`config.mk`:
```
export PLATFORM = sky130hd
export DESIGN_NAME = mem_req_arbiter
export DESIGN_NICKNAME = d
export VERILOG_FILES = /design/src/rtl/mem_req_arbiter.sv
export SDC_FILE = /design/constraint.sdc
export NUM_CORES = 1
export LEC_CHECK = 0
export ABC_AREA = 1
export ABC_CLOCK_PERIOD_IN_PS = 2200
export BUFFER_PORTS_ARGS = -buffer_cell sky130_fd_sc_hd__buf_2
export CORE_AREA = 2 2 160 162
export DETAILED_ROUTE_END_ITERATION = 8
export DIE_AREA = 0 0 162 164
export SLEW_MARGIN = 25
export SYNTH_ARGS = -nofsm -noshare
export SYNTH_HDL_FRONTEND = slang
export SYNTH_SLANG_ARGS = --single-unit
```
`constraint.sdc`:
```
create_clock -name clk -period 2.2 [get_ports clk]
set_clock_uncertainty 0.15 [all_clocks]
set_input_delay 0.33 -clock clk [delete_from_list [all_inputs] [get_ports clk]]
set_output_delay 0.33 -clock clk [all_outputs]
set_load 0.01 [all_outputs]
```
`src/rtl/mem_req_arbiter.sv`:
```
// mem_req_arbiter: round-robin sharing of one memory request port between the
// non-cache (N), I$ (I) and D$ (D) requesters, one transaction in flight at a time.
module mem_req_arbiter #(
    parameter int WIDTH   = 32,
    parameter int TIMEOUT = 0
) (
    input  logic               clk,
    input  logic               rst,
    input  logic               n_req_valid,
    input  logic [WIDTH-1:0]   n_req_addr,
    input  logic [WIDTH-1:0]   n_req_data,
    input  logic [WIDTH/8-1:0] n_req_mask,
    output logic               n_resp_valid,
    output logic [WIDTH-1:0]   n_resp_data,
    input  logic               i_req_valid,
    input  logic [WIDTH-1:0]   i_req_addr,
    input  logic [WIDTH-1:0]   i_req_data,
    input  logic [WIDTH/8-1:0] i_req_mask,
    output logic               i_resp_valid,
    output logic [WIDTH-1:0]   i_resp_data,
    input  logic               d_req_valid,
    input  logic [WIDTH-1:0]   d_req_addr,
    input  logic [WIDTH-1:0]   d_req_data,
    input  logic [WIDTH/8-1:0] d_req_mask,
    output logic               d_resp_valid,
    output logic [WIDTH-1:0]   d_resp_data,
    output logic               m_req_valid,
    output logic [WIDTH-1:0]   m_req_addr,
    output logic [WIDTH-1:0]   m_req_data,
    output logic [WIDTH/8-1:0] m_req_mask,
    input  logic               m_resp_valid,
    input  logic [WIDTH-1:0]   m_resp_data,
    output logic [1:0]         grant_id,
    output logic               busy,
    output logic               timeout_err
);
    localparam int MW = WIDTH / 8;
    localparam logic [WIDTH-1:0] ERR_DATA  = WIDTH'(32'hDEADBEEF);
    localparam logic [WIDTH-1:0] WDOG_LAST = WIDTH'(TIMEOUT - 1);

    typedef enum logic [1:0] {
        S_IDLE = 2'd0,
        S_BUSY = 2'd1,
        S_RESP = 2'd2
    } state_t;

    state_t           r_state, w_state;
    logic [1:0]       r_last_grant, w_last_grant;
    logic [1:0]       r_grant_id, w_grant_id;
    logic             r_m_req_valid, w_m_req_valid;
    logic [WIDTH-1:0] r_m_req_addr, w_m_req_addr;
    logic [WIDTH-1:0] r_m_req_data, w_m_req_data;
    logic [MW-1:0]    r_m_req_mask, w_m_req_mask;
    logic [WIDTH-1:0] r_wdog, w_wdog;
    logic [2:0]       r_resp_valid, w_resp_valid;
    logic [WIDTH-1:0] r_resp_data [3];
    logic [WIDTH-1:0] w_resp_data [3];
    logic             r_busy, w_busy;
    logic             r_timeout_err, w_timeout_err;

    logic [2:0]       w_req_valid;
    logic [WIDTH-1:0] w_req_addr [3];
    logic [WIDTH-1:0] w_req_data [3];
    logic [MW-1:0]    w_req_mask [3];
    logic [1:0]       w_win;
    logic             w_expire;

    // Search starts one past the previous owner so every requester gets a turn.
    function automatic logic [1:0] rr_pick(input logic [2:0] req, input logic [1:0] last);
        logic [1:0] idx;
        logic       found;
        rr_pick = 2'd0;
        found   = 1'b0;
        idx     = last;
        for (int k = 0; k < 3; k++) begin
            idx = (idx == 2'd2) ? 2'd0 : idx + 2'd1;
            if (!found && req[idx]) begin
                rr_pick = idx;
                found   = 1'b1;
            end
        end
    endfunction

    assign w_req_valid   = {d_req_valid, i_req_valid, n_req_valid};
    assign w_req_addr[0] = n_req_addr;
    assign w_req_addr[1] = i_req_addr;
    assign w_req_addr[2] = d_req_addr;
    assign w_req_data[0] = n_req_data;
    assign w_req_data[1] = i_req_data;
    assign w_req_data[2] = d_req_data;
    assign w_req_mask[0] = n_req_mask;
    assign w_req_mask[1] = i_req_mask;
    assign w_req_mask[2] = d_req_mask;

    assign w_win    = rr_pick(w_req_valid, r_last_grant);
    assign w_expire = (TIMEOUT != 0) && (r_wdog == WDOG_LAST);

    always_comb begin
        w_state       = r_state;
        w_last_grant  = r_last_grant;
        w_grant_id    = r_grant_id;
        w_m_req_valid = r_m_req_valid;
        w_m_req_addr  = r_m_req_addr;
        w_m_req_data  = r_m_req_data;
        w_m_req_mask  = r_m_req_mask;
        w_wdog        = r_wdog;
        w_resp_valid  = 3'b000;
        w_resp_data   = r_resp_data;
        w_timeout_err = 1'b0;
        case (r_state)
            S_IDLE: begin
                if (|w_req_valid) begin
                    w_state       = S_BUSY;
                    w_grant_id    = w_win;
                    w_last_grant  = w_win;
                    w_m_req_valid = 1'b1;
                    w_m_req_addr  = w_req_addr[w_win];
                    w_m_req_data  = w_req_data[w_win];
                    w_m_req_mask  = w_req_mask[w_win];
                    w_wdog        = '0;
                end
            end
            S_BUSY: begin
                // A real response always beats a watchdog expiry in the same cycle.
                if (m_resp_valid || w_expire) begin
                    w_state       = S_RESP;
                    w_m_req_valid = 1'b0;
                    w_timeout_err = !m_resp_valid;
                    for (int k = 0; k < 3; k++) begin
                        if (r_grant_id == 2'(k)) begin
                            w_resp_valid[k] = 1'b1;
                            w_resp_data[k]  = m_resp_valid ? m_resp_data : ERR_DATA;
                        end
                    end
                end else if (r_wdog != '1) begin
                    w_wdog = r_wdog + WIDTH'(1);
                end
            end
            S_RESP:  w_state = S_IDLE;
            default: w_state = S_IDLE;
        endcase
        w_busy = (w_state != S_IDLE);
    end

    always_ff @(posedge clk or negedge rst) begin
        if (!rst) begin
            r_state       <= S_IDLE;
            r_last_grant  <= 2'd2;
            r_grant_id    <= 2'd0;
            r_m_req_valid <= 1'b0;
            r_m_req_addr  <= '0;
            r_m_req_data  <= '0;
            r_m_req_mask  <= '0;
            r_wdog        <= '0;
            r_resp_valid  <= 3'b000;
            for (int k = 0; k < 3; k++) r_resp_data[k] <= '0;
            r_busy        <= 1'b0;
            r_timeout_err <= 1'b0;
        end else begin
            r_state       <= w_state;
            r_last_grant  <= w_last_grant;
            r_grant_id    <= w_grant_id;
            r_m_req_valid <= w_m_req_valid;
            r_m_req_addr  <= w_m_req_addr;
            r_m_req_data  <= w_m_req_data;
            r_m_req_mask  <= w_m_req_mask;
            r_wdog        <= w_wdog;
            r_resp_valid  <= w_resp_valid;
            for (int k = 0; k < 3; k++) r_resp_data[k] <= w_resp_data[k];
            r_busy        <= w_busy;
            r_timeout_err <= w_timeout_err;
        end
    end

    assign n_resp_valid = r_resp_valid[0];
    assign i_resp_valid = r_resp_valid[1];
    assign d_resp_valid = r_resp_valid[2];
    assign n_resp_data  = r_resp_data[0];
    assign i_resp_data  = r_resp_data[1];
    assign d_resp_data  = r_resp_data[2];
    assign m_req_valid  = r_m_req_valid;
    assign m_req_addr   = r_m_req_addr;
    assign m_req_data   = r_m_req_data;
    assign m_req_mask   = r_m_req_mask;
    assign grant_id     = r_grant_id;
    assign busy         = r_busy;
    assign timeout_err  = r_timeout_err;
endmodule
```
# After elaboration in Yosys (flattened, before gate mapping)

Cells that the tools add are included.

Bits in registers: 176
Bits of input ports: 242
Output and inout bits: 172
Word-level logic and storage cells: 80

$add $sub $neg: 3
Magnitude comparators: 4
Eq/ne operators: 8
Mux-type cells: 36
Bitwise gates (word level): 1
Reduce and logical (&&, ||, !) cells: 15

Operator list:

| cell                                                       | number |
|---|---|
| binary-select mux 32 bit (select 2 bit)                    | 2 |
| 2-to-1 mux 32 bit                                          | 4 |
| 2-to-1 mux 2 bit                                           | 8 |
| 2-to-1 mux 1 bit                                           | 12 |
| AND reduction 3 bit                                        | 4 |
| less-than comparator 2 x 3 -> 1 bit, second input constant | 3 |
| binary-select mux 4 bit (select 2 bit)                     | 1 |
| equality test 2 bit, second input constant                 | 4 |
| 2-to-1 mux 4 bit                                           | 2 |
| adder 2 x 1 -> 2 bit, second input constant                | 3 |
| binary-select mux 1 bit (select 2 bit)                     | 3 |
| 2-to-1 mux 3 bit                                           | 2 |
| equality test 2 x 1 -> 1 bit, second input constant        | 2 |
| logical NOT 2 bit                                          | 2 |
| inequality test 2 bit, second input constant               | 2 |
| case mux 2 bit (2 select lines)                            | 1 |
| nonzero test 2 bit                                         | 2 |
| greater-or-equal comparator 3 bit, second input constant   | 1 |
| logical NOT 1 bit                                          | 3 |
| inverter 2 -> 3 bit                                        | 1 |
| OR reduction 3 bit                                         | 1 |
| logical AND 1 bit                                          | 2 |
| case mux 1 bit (2 select lines)                            | 1 |
| AND reduction 2 bit                                        | 1 |

# Depth between registers and ports, before layout

Gate-level depths: netlist (run 1).

Depth in word-level cells: 15
Mapped depth: 14
Mapped depth without buffers: 11

# Worst setup path before layout (run 1)

OpenSTA, ideal clock, no wires.

Kind: register -> register
Start point: reg r_last_grant[1]
End point: reg r_m_req_addr[10], in the netlist m_req_addr[10]
Setup time: 0.121 ns
Arrival: 1.662 ns
Data required time: 1.929 ns
Setup slack: 0.267 ns
Stages on the path, launching flop included: 12
Path buffers: 1
Period minus slack after synthesis: 1.933 ns
Cell sequence: dfstp_2 -> nor2_2 -> nand2_1 -> inv_2 -> nor2_4 -> nand3_1 -> nand2_1 -> nand2_2 -> nand2_4 -> clkbuf_1 -> o21a_1 -> nand2_1

Longest elaborated chain between the ends: 15
Elaborated cells on any way between the ends: 28
Those cells by class: add/sub (3); eq/ne (3); mux (17); bitwise (1); reduce/logical (4)

RTL lines:

| element                                                      | RTL line | text |
|---|---|---|
| from (decl)                                                  | 48       | `logic [1:0] r_last_grant, w_last_grant;` |
| from (signal assigned)                                       | 161      | `r_last_grant <= w_last_grant;` |
| adder 2 x 1 -> 2 bit or equality test 2 bit (tied branches)  | 76       | `idx = (idx == 2'd2) ? 2'd0 : idx + 2'd1;` |
| 2-to-1 mux 2 bit *                                           | 76       |  |
| branches (longest 8 deep; another with adder 2 x 1 -> 2 bit) | n/a      |  |
| 2-to-1 mux 2 bit *                                           | 77       | `if (!found && req[idx]) begin` |
| inverter 2 -> 3 bit (implied by the code) *                  | 117      | `w_m_req_addr = w_req_addr[w_win];` |
| binary-select mux 32 bit (select 2 bit) *                    | 117      |  |
| 2-to-1 mux 32 bit (implied by the code) * (2 in series)      | 117      |  |
| to (signal assigned)                                         | 164      | `r_m_req_addr <= w_m_req_addr;` |
| to (decl)                                                    | 51       | `logic [WIDTH-1:0] r_m_req_addr, w_m_req_addr;` |

Every way passes the cells marked *. The select of a mux whose other input is x is not followed.
A chain may end at the register's enable or synchronous reset.

# Worst setup path after layout (run 1)

Start point: reg r_last_grant[1]
End point: reg r_m_req_data[11], in the netlist m_req_data[11]

Longest elaborated chain between the ends: 15
Elaborated cells on any way between the ends: 28
Those cells by class: add/sub (3); eq/ne (3); mux (17); bitwise (1); reduce/logical (4)

RTL lines:

| element                                                      | RTL line | text |
|---|---|---|
| adder 2 x 1 -> 2 bit or equality test 2 bit (tied branches)  | 76       |  |
| 2-to-1 mux 2 bit *                                           | 76       |  |
| branches (longest 8 deep; another with adder 2 x 1 -> 2 bit) | n/a      |  |
| 2-to-1 mux 2 bit *                                           | 77       |  |
| inverter 2 -> 3 bit (implied by the code) *                  | 118      | `w_m_req_data = w_req_data[w_win];` |
| binary-select mux 32 bit (select 2 bit) *                    | 118      |  |
| 2-to-1 mux 32 bit (implied by the code) * (2 in series)      | 118      |  |
| to (signal assigned)                                         | 165      | `r_m_req_data <= w_m_req_data;` |
| to (decl)                                                    | 52       | `logic [WIDTH-1:0] r_m_req_data, w_m_req_data;` |

Marks and branches as above.

==> run metrics, run 1 <==
outcome complete, no violations; initial antenna violation count 5; Critical Path Max Stage Delay 0.62 ns; H-tree levels 4; Synth area leaders dfrtp_1 51%, nand2_1 14%, mux2_2 8.4%; Wirelength per Cell approximately 16 um; most frequent cells in the layout 411 x buf_2, 313 x nand2_1, 173 x dfrtp_1, 82 x inv_1, 74 x nand3_1; Max Buffers Root-to-Sink 2; clock sink total 174; clock slew at reported path FFs approximately 0.070 ns; Startpoint Class flop; HP Class primary input to flop; leakage power 6.67 nW; number of synthesized register bits 174; vias per cell 4.74; Post-Syn Area per Cell 9.08 sq um; layout cells sized above 1 about 40%; Ys Warns 0; DRT Pass-1 Iters 4; Layout area overhead 45.0%; Slew Viols, Final 0; vias in the first global route 8187; CTS tree yes; area leader, netlist dfrtp_1; Overall Global Routing Usage 20.9%; final wirelength roughly 29000 um; Critical Path RT 2.35 ns; Filler Cells Inserted around 2.4k; Yosys cell types 27; final setup vio count 0; Worst-Skew Late Latency about 0.43 ns; Final #Nets 1646; TritonCTS buffer count 17; Fin Hold WS 0.0150 ns; Critical Path End Type flop; CP cell instances inv_4 > nand3_4 > nand2_4 > nor2_4 > nand3_2 > nand2_4 > nand2_8 > clkbuf_16 > o211ai_1 > nand2_1; top cell type's share of synthesized area ~50%; number of enable flip-flop cells after synthesis 0; Die Y 164 um; Period minus WS final 2.20 ns; fin area 12400 sq um; ANT nets after route 0; CP top delay family simple AND/OR/NAND/NOR gates; Crit path buffers/inverters 2; crit path kind flop to flop; Total Power 18.2 mW; first-pass GRT wire length ~44000 um; commonest non-fill, non-tap cell in the layout buf_2; cell mode on critical path nand2_4; die area 26600 sq um; Worst Path Arrival 2.35 ns; total core area 24800 sq um; port bufs a little over 400; chip width 162 um; Post-synth top flop dfrtp_1; cell area after synthesis 8570 sq um; sequential share of the synthesized area 50.8%; Final Hold Vio Count 0; Achievable Freq 0.455 GHz; post-route setup slack roughly 0.0038 ns; vias post-DR a little over 8k; global placement routability congestion 0.897; critical path fanouts, max 16; pin count of the biggest net entering global routing 69; # IOs a little over 400; pre-CTS setup slack 0.0257 ns; Initial Util 34.5%; Post-Syn Nets 1186; First DRT Iteration DRCs 530; Residual DRC 0; Mapped Cells 944; std cell rows 58; Max rail drop VDD 625 uV; post-DP HPWL 20500 um; Synth async-reset ratio 100%; global route overflow 0; ratio of final minimum period to clock period 99.8%; Root Buffer clkbuf_16; PwrDens around 1500 nW/um^2; RSZ-0062 raised after global routing yes; setup_tns 0 ns; placed instance area 11100 sq um; CP max stage cell dfstp_2; Max-Cap Viols 0
[power by group]
part	leakage (nW)	switching, mW	internal (mW)	total, mW
logic	4.26	5.51	4.17	9.68
registers	2.14	0.802	4.78	5.58
clock network	0.273	1.45	1.51	2.96
total	6.67	7.76	10.5	18.2
[state kept, by name, summed over array words and instances (netlist names), 2 cells and up]
signal	cells
d_resp_data	32
m_req_data	32
n_resp_data	32
r_resp_valid	3
m_req_mask	4
i_resp_data	32
r_last_grant	2
r_state	2
m_req_addr	32
[layer usage]
metal	track usage, %	routed length [um]	share of wire (%)
met1	25.0	11900	41
met2	35.2	13700	48
met3	6.89	2420	8.4
met4	7.48	675	2.3
met5	0	24	0.083
[layout make-up]
type | count | area [sq um] | share of cell area, %
antenna | 2 | 5.00 | 0.0403
clock buffer | 17 | 425 | 3.42
clock inverter | 14 | 151 | 1.22
inverter | 84 | 318 | 2.56
multi-input combinational | 622 | 3600 | 29.0
sequential | 174 | 4360 | 35.1
tap | 330 | 413 | 3.32
timing repair buffer | 505 | 3160 | 25.4
[cell usage after synthesis (2+ instances only)]
master,n
clkbuf_1,18
o21ai_0,4
nand3_2,4
nand2_4,3
nand2_1,316
buf_2,33
buf_6,8
nor2_1,6
inv_2,2
o21a_1,66
nand2_2,3
nor2_2,2
nand3_1,75
mux2_2,64
nor3_2,2
dfrtp_1,173
inv_1,82
o211ai_1,66
a21oi_1,4
buf_4,5
nor2_4,2
[kinds of logic after synthesis]
kind of cell           synth area share (%)
AND/OR/NAND/NOR                        20.8
flip-flops                             50.8
buffers and inverters                  7.89
AO/OA/AOI/OAI                          12.0
multiplexers                           8.41
other                                0.0438
[final timing paths]
path	slack (ns)	cells past startpoint	to	startpoint
setup / recovery	0.004	10	m_req_data[11]	r_last_grant[1]
hold / removal	0.02	3	m_req_addr[27]	n_req_addr[27]
setup reg to reg	0.004	10	m_req_data[11]	r_last_grant[1]
hold reg to reg	0.31	2	n_resp_data[25]	n_resp_data[25]
max in group asynchronous	1.01	3	m_req_data[23]	rst
min in group asynchronous	0.25	2	i_resp_data[4]	rst
[through the flow]
step	cells	util, %
after floorplan	944	-
after global routing	1747	50.1
final	1748	50.1
after global placement	1654	44.9
after detailed placement	1654	44.9
after CTS	1741	49.5
[worst min-delay path: stages]
cell and delay (ns):
buf_2 0.08, o211ai_1 0.09, nand2_1 0.06
[what timing repair did]
action | CTS | global route
setup endpoints to repair | 0 | 67
resized for setup | 0 | 10
hold endpoints to repair | 109 | 0
setup buffers | 0 | 2
hold buffers | 56 | 0
No activity file was read; power rests on OpenSTA's default activity.
==> inputs of run 2 (changes only) <==
- ABC_AREA: 1 -> 0
- CORE_AREA: 2 2 160 162 -> 2 2 163 165
- DIE_AREA: 0 0 162 164 -> 0 0 165 167
==> run metrics, run 2 <==
Finished Core Util 44.8% (-5.3 points); Antenna Cells 0 (-2); Critical Path Max Stage Delay 0.56 ns (-0.06 ns); CP cell instances dlygate4sd3_1 > buf_2 > nand3b_1 > nor3b_4 > buf_12 > mux2_2; Post-Syn Nets 787 (-34%); Worst Path Arrival 2.22 ns (-0.13 ns); Critical Path RT 2.35 ns (about the same); CP top delay family buffers and inverters; Initial Util 29.1% (-5.4 points); TritonCTS buffer count 17 (unchanged); Achievable Freq 0.483 GHz (+6.2%); PostCTS Resize Cnt 0 (unchanged); global route overflow 0 (unchanged); Max rail drop VDD 506 uV (-19%); number of enable flip-flop cells after synthesis 0 (unchanged); total core area 25800 sq um (+3.8%); CP Launch Point m_resp_valid; Slew Viols, Final 0 (unchanged); Period minus WS final 2.07 ns (-0.127 ns); commonest non-fill, non-tap cell in the layout buf_2; sequential share of the synthesized area 58.1% (+7.3 points); CTS tree yes; port bufs 412 (unchanged); Wirelength per Cell 16.8 um (+1.9%); Total Power 15.3 mW (-16%); std cell rows 59 (+1.7%); Crit path buffers/inverters 3 (+1); most frequent cell after synthesis dfrtp_1; fin area 11500 sq um (-7.1%); PwrDens 1330 nW/um^2 (-9.5%); Overall Global Routing Usage 16.4% (-4.4 points); HP Class primary input to flop; Fin Hold WS 0.0210 ns (+0.00598 ns); Startpoint Class primary input; cell area after synthesis 7490 sq um (-13%); clock slew at reported path FFs 0.07 ns (about the same); H-tree levels 4 (unchanged); reg2reg start r_state[1]; Residual DRC 0 (unchanged); top cell type's share of synthesized area 57.8% (+7.3 points); min-delay src d_req_addr[30]; Placed Instances 1283 (-22%); leakage power 5.84 nW (-12%); Post-Syn Area per Cell 13.7 sq um (+51%); Post-synth top cells 173 x dfrtp_1, 96 x mux2_2, 68 x a22oi_1, 68 x mux2i_1, 42 x o21ai_0; Worst-Skew Late Latency 0.42 ns (about the same); die area 27600 sq um (+3.7%); DRT Pass-1 Iters 4 (unchanged); CTS Hold Bufs 87 (+55%); crit path kind primary input to flop; # IOs 414 (unchanged); outcome complete, no violations; number of synthesized register bits 174 (unchanged); vias post-DR 6500 (-22%); first-pass GRT wire length 35100 um (-20%); chip width 165 um (+1.9%); Finished Layout Cells 1404 (-20%); clock sink total 174 (unchanged); final wirelength 23600 um (-18%); Final Hold Vio Count 0 (unchanged); Max-Cap Viols 0 (unchanged); vias in the first global route 6497 (-21%); Yosys cell types 31 (+15%); Final #Nets 1299 (-21%); First DRT Iteration DRCs 297 (-44%); CP max stage cell dlygate4sd3_1; global placement routability congestion 0.863 (-3.8%); Max Buffers Root-to-Sink 2 (unchanged); critical path fanouts, max 33 (+17); ratio of final minimum period to clock period 94.0% (-5.8 points); layout cells sized above 1 54.4% (+14 points); setup_tns 0 ns (unchanged); Mapped Cells 545 (-42%); RSZ-0062 raised after global routing no; Ys Warns 0 (unchanged); Synth async-reset ratio 100% (unchanged); post-route setup slack 0.131 ns (+0.127 ns); pre-CTS setup slack 0.0971 ns (+0.0714 ns); Synth area leaders dfrtp_1 58%, mux2_2 14%, mux2i_1 9.1%; ANT nets after route 0 (unchanged); post-DP HPWL 17500 um (-15%); most frequent cells in the layout 411 x buf_2, 173 x dfrtp_1, 96 x mux2_2, 90 x dlygate4sd3_1; Root Buffer clkbuf_16; area leader, netlist dfrtp_1; pin count of the biggest net entering global routing 71 (+2.9%); placed instance area 10000 sq um (-9.9%); vias per cell 4.63 (-2.4%); post-CTS setup buffers 0 (unchanged); Die Y 167 um (+1.8%); final setup vio count 0 (unchanged); initial antenna violation count 0 (-5); Post-synth top flop dfrtp_1; Critical Path End Type flop; Filler Cells Inserted 2451 (+1.7%); Layout area overhead 54.0%
## run 2: cell types whose count changed after synthesis, moves of 32 or more
| cell | previous run | this run |
|---|---|---|
| a22oi_1 | 0 | 68 |
| nand3_1 | 75 | 0 |
| inv_1 | 82 | 4 |
| o211ai_1 | 66 | 0 |
| nand2_1 | 316 | 5 |
| o21ai_0 | 4 | 42 |
| mux2i_1 | 0 | 68 |
| mux2_2 | 64 | 96 |
| o21a_1 | 66 | 0 |
## run 2: cell families after synthesis
logic type             after synthesis  synth area share (%)
DFF                                174                  58.1
muxes                              164                  23.5
AOI/OAI and AO/OA                  144                  12.3
buffers and inverters               46                  4.59
and+or+nand+nor                     16                  1.37
other                                1                0.0501
## run 2: worst register-to-register path: stages, from the launching register on
cell	delay [ns]
dfrtp_1	0.43
or3_2	0.59
or2_4	0.39
buf_12	0.19
o21ai_0	0.22
## run 2: routing by layer
layer | vias to the layer above | track usage (%) | wire, um
li1 | 3051 | - | -
met1 | 3210 | 20.1 | 9550
met2 | 223 | 29.2 | 12400
met3 | 16 | 3.29 | 1330
met4 | 0 | 4.27 | 286
met5 | - | 0 | 0
## run 2: where the power goes
| part | internal [mW] | total [mW] | switching, mW |
|---|---|---|---|
| sequential | 4.78 | 5.58 | 0.796 |
| combinational | 3.32 | 6.72 | 3.40 |
| clock | 1.53 | 3.01 | 1.48 |
## run 2: final cells by class
class | instances | area (sq um) | area share (%)
inverters | 4 | 15.0 | 0.130
clock buffers | 17 | 425 | 3.69
clock inverters | 14 | 173 | 1.50
well taps | 335 | 419 | 3.63
flip-flops and latches | 174 | 4360 | 37.7
repair buffers | 535 | 3330 | 28.9
multi-input cells | 325 | 2820 | 24.5
## run 2: path summary, 6_finish.rpt
| kind | slack (ns) | end | cells after the start |
|---|---|---|---|
| max | 0.13 | i_resp_data[9] | 6 |
| min | 0.02 | m_req_addr[30] | 3 |
| max reg2reg | 0.15 | m_req_data[12] | 4 |
| min reg2reg | 0.35 | d_resp_data[3] | 1 |
| max in group asynchronous | 1.03 | n_resp_data[16] | 3 |
| min in group asynchronous | 0.19 | d_resp_data[24] | 2 |
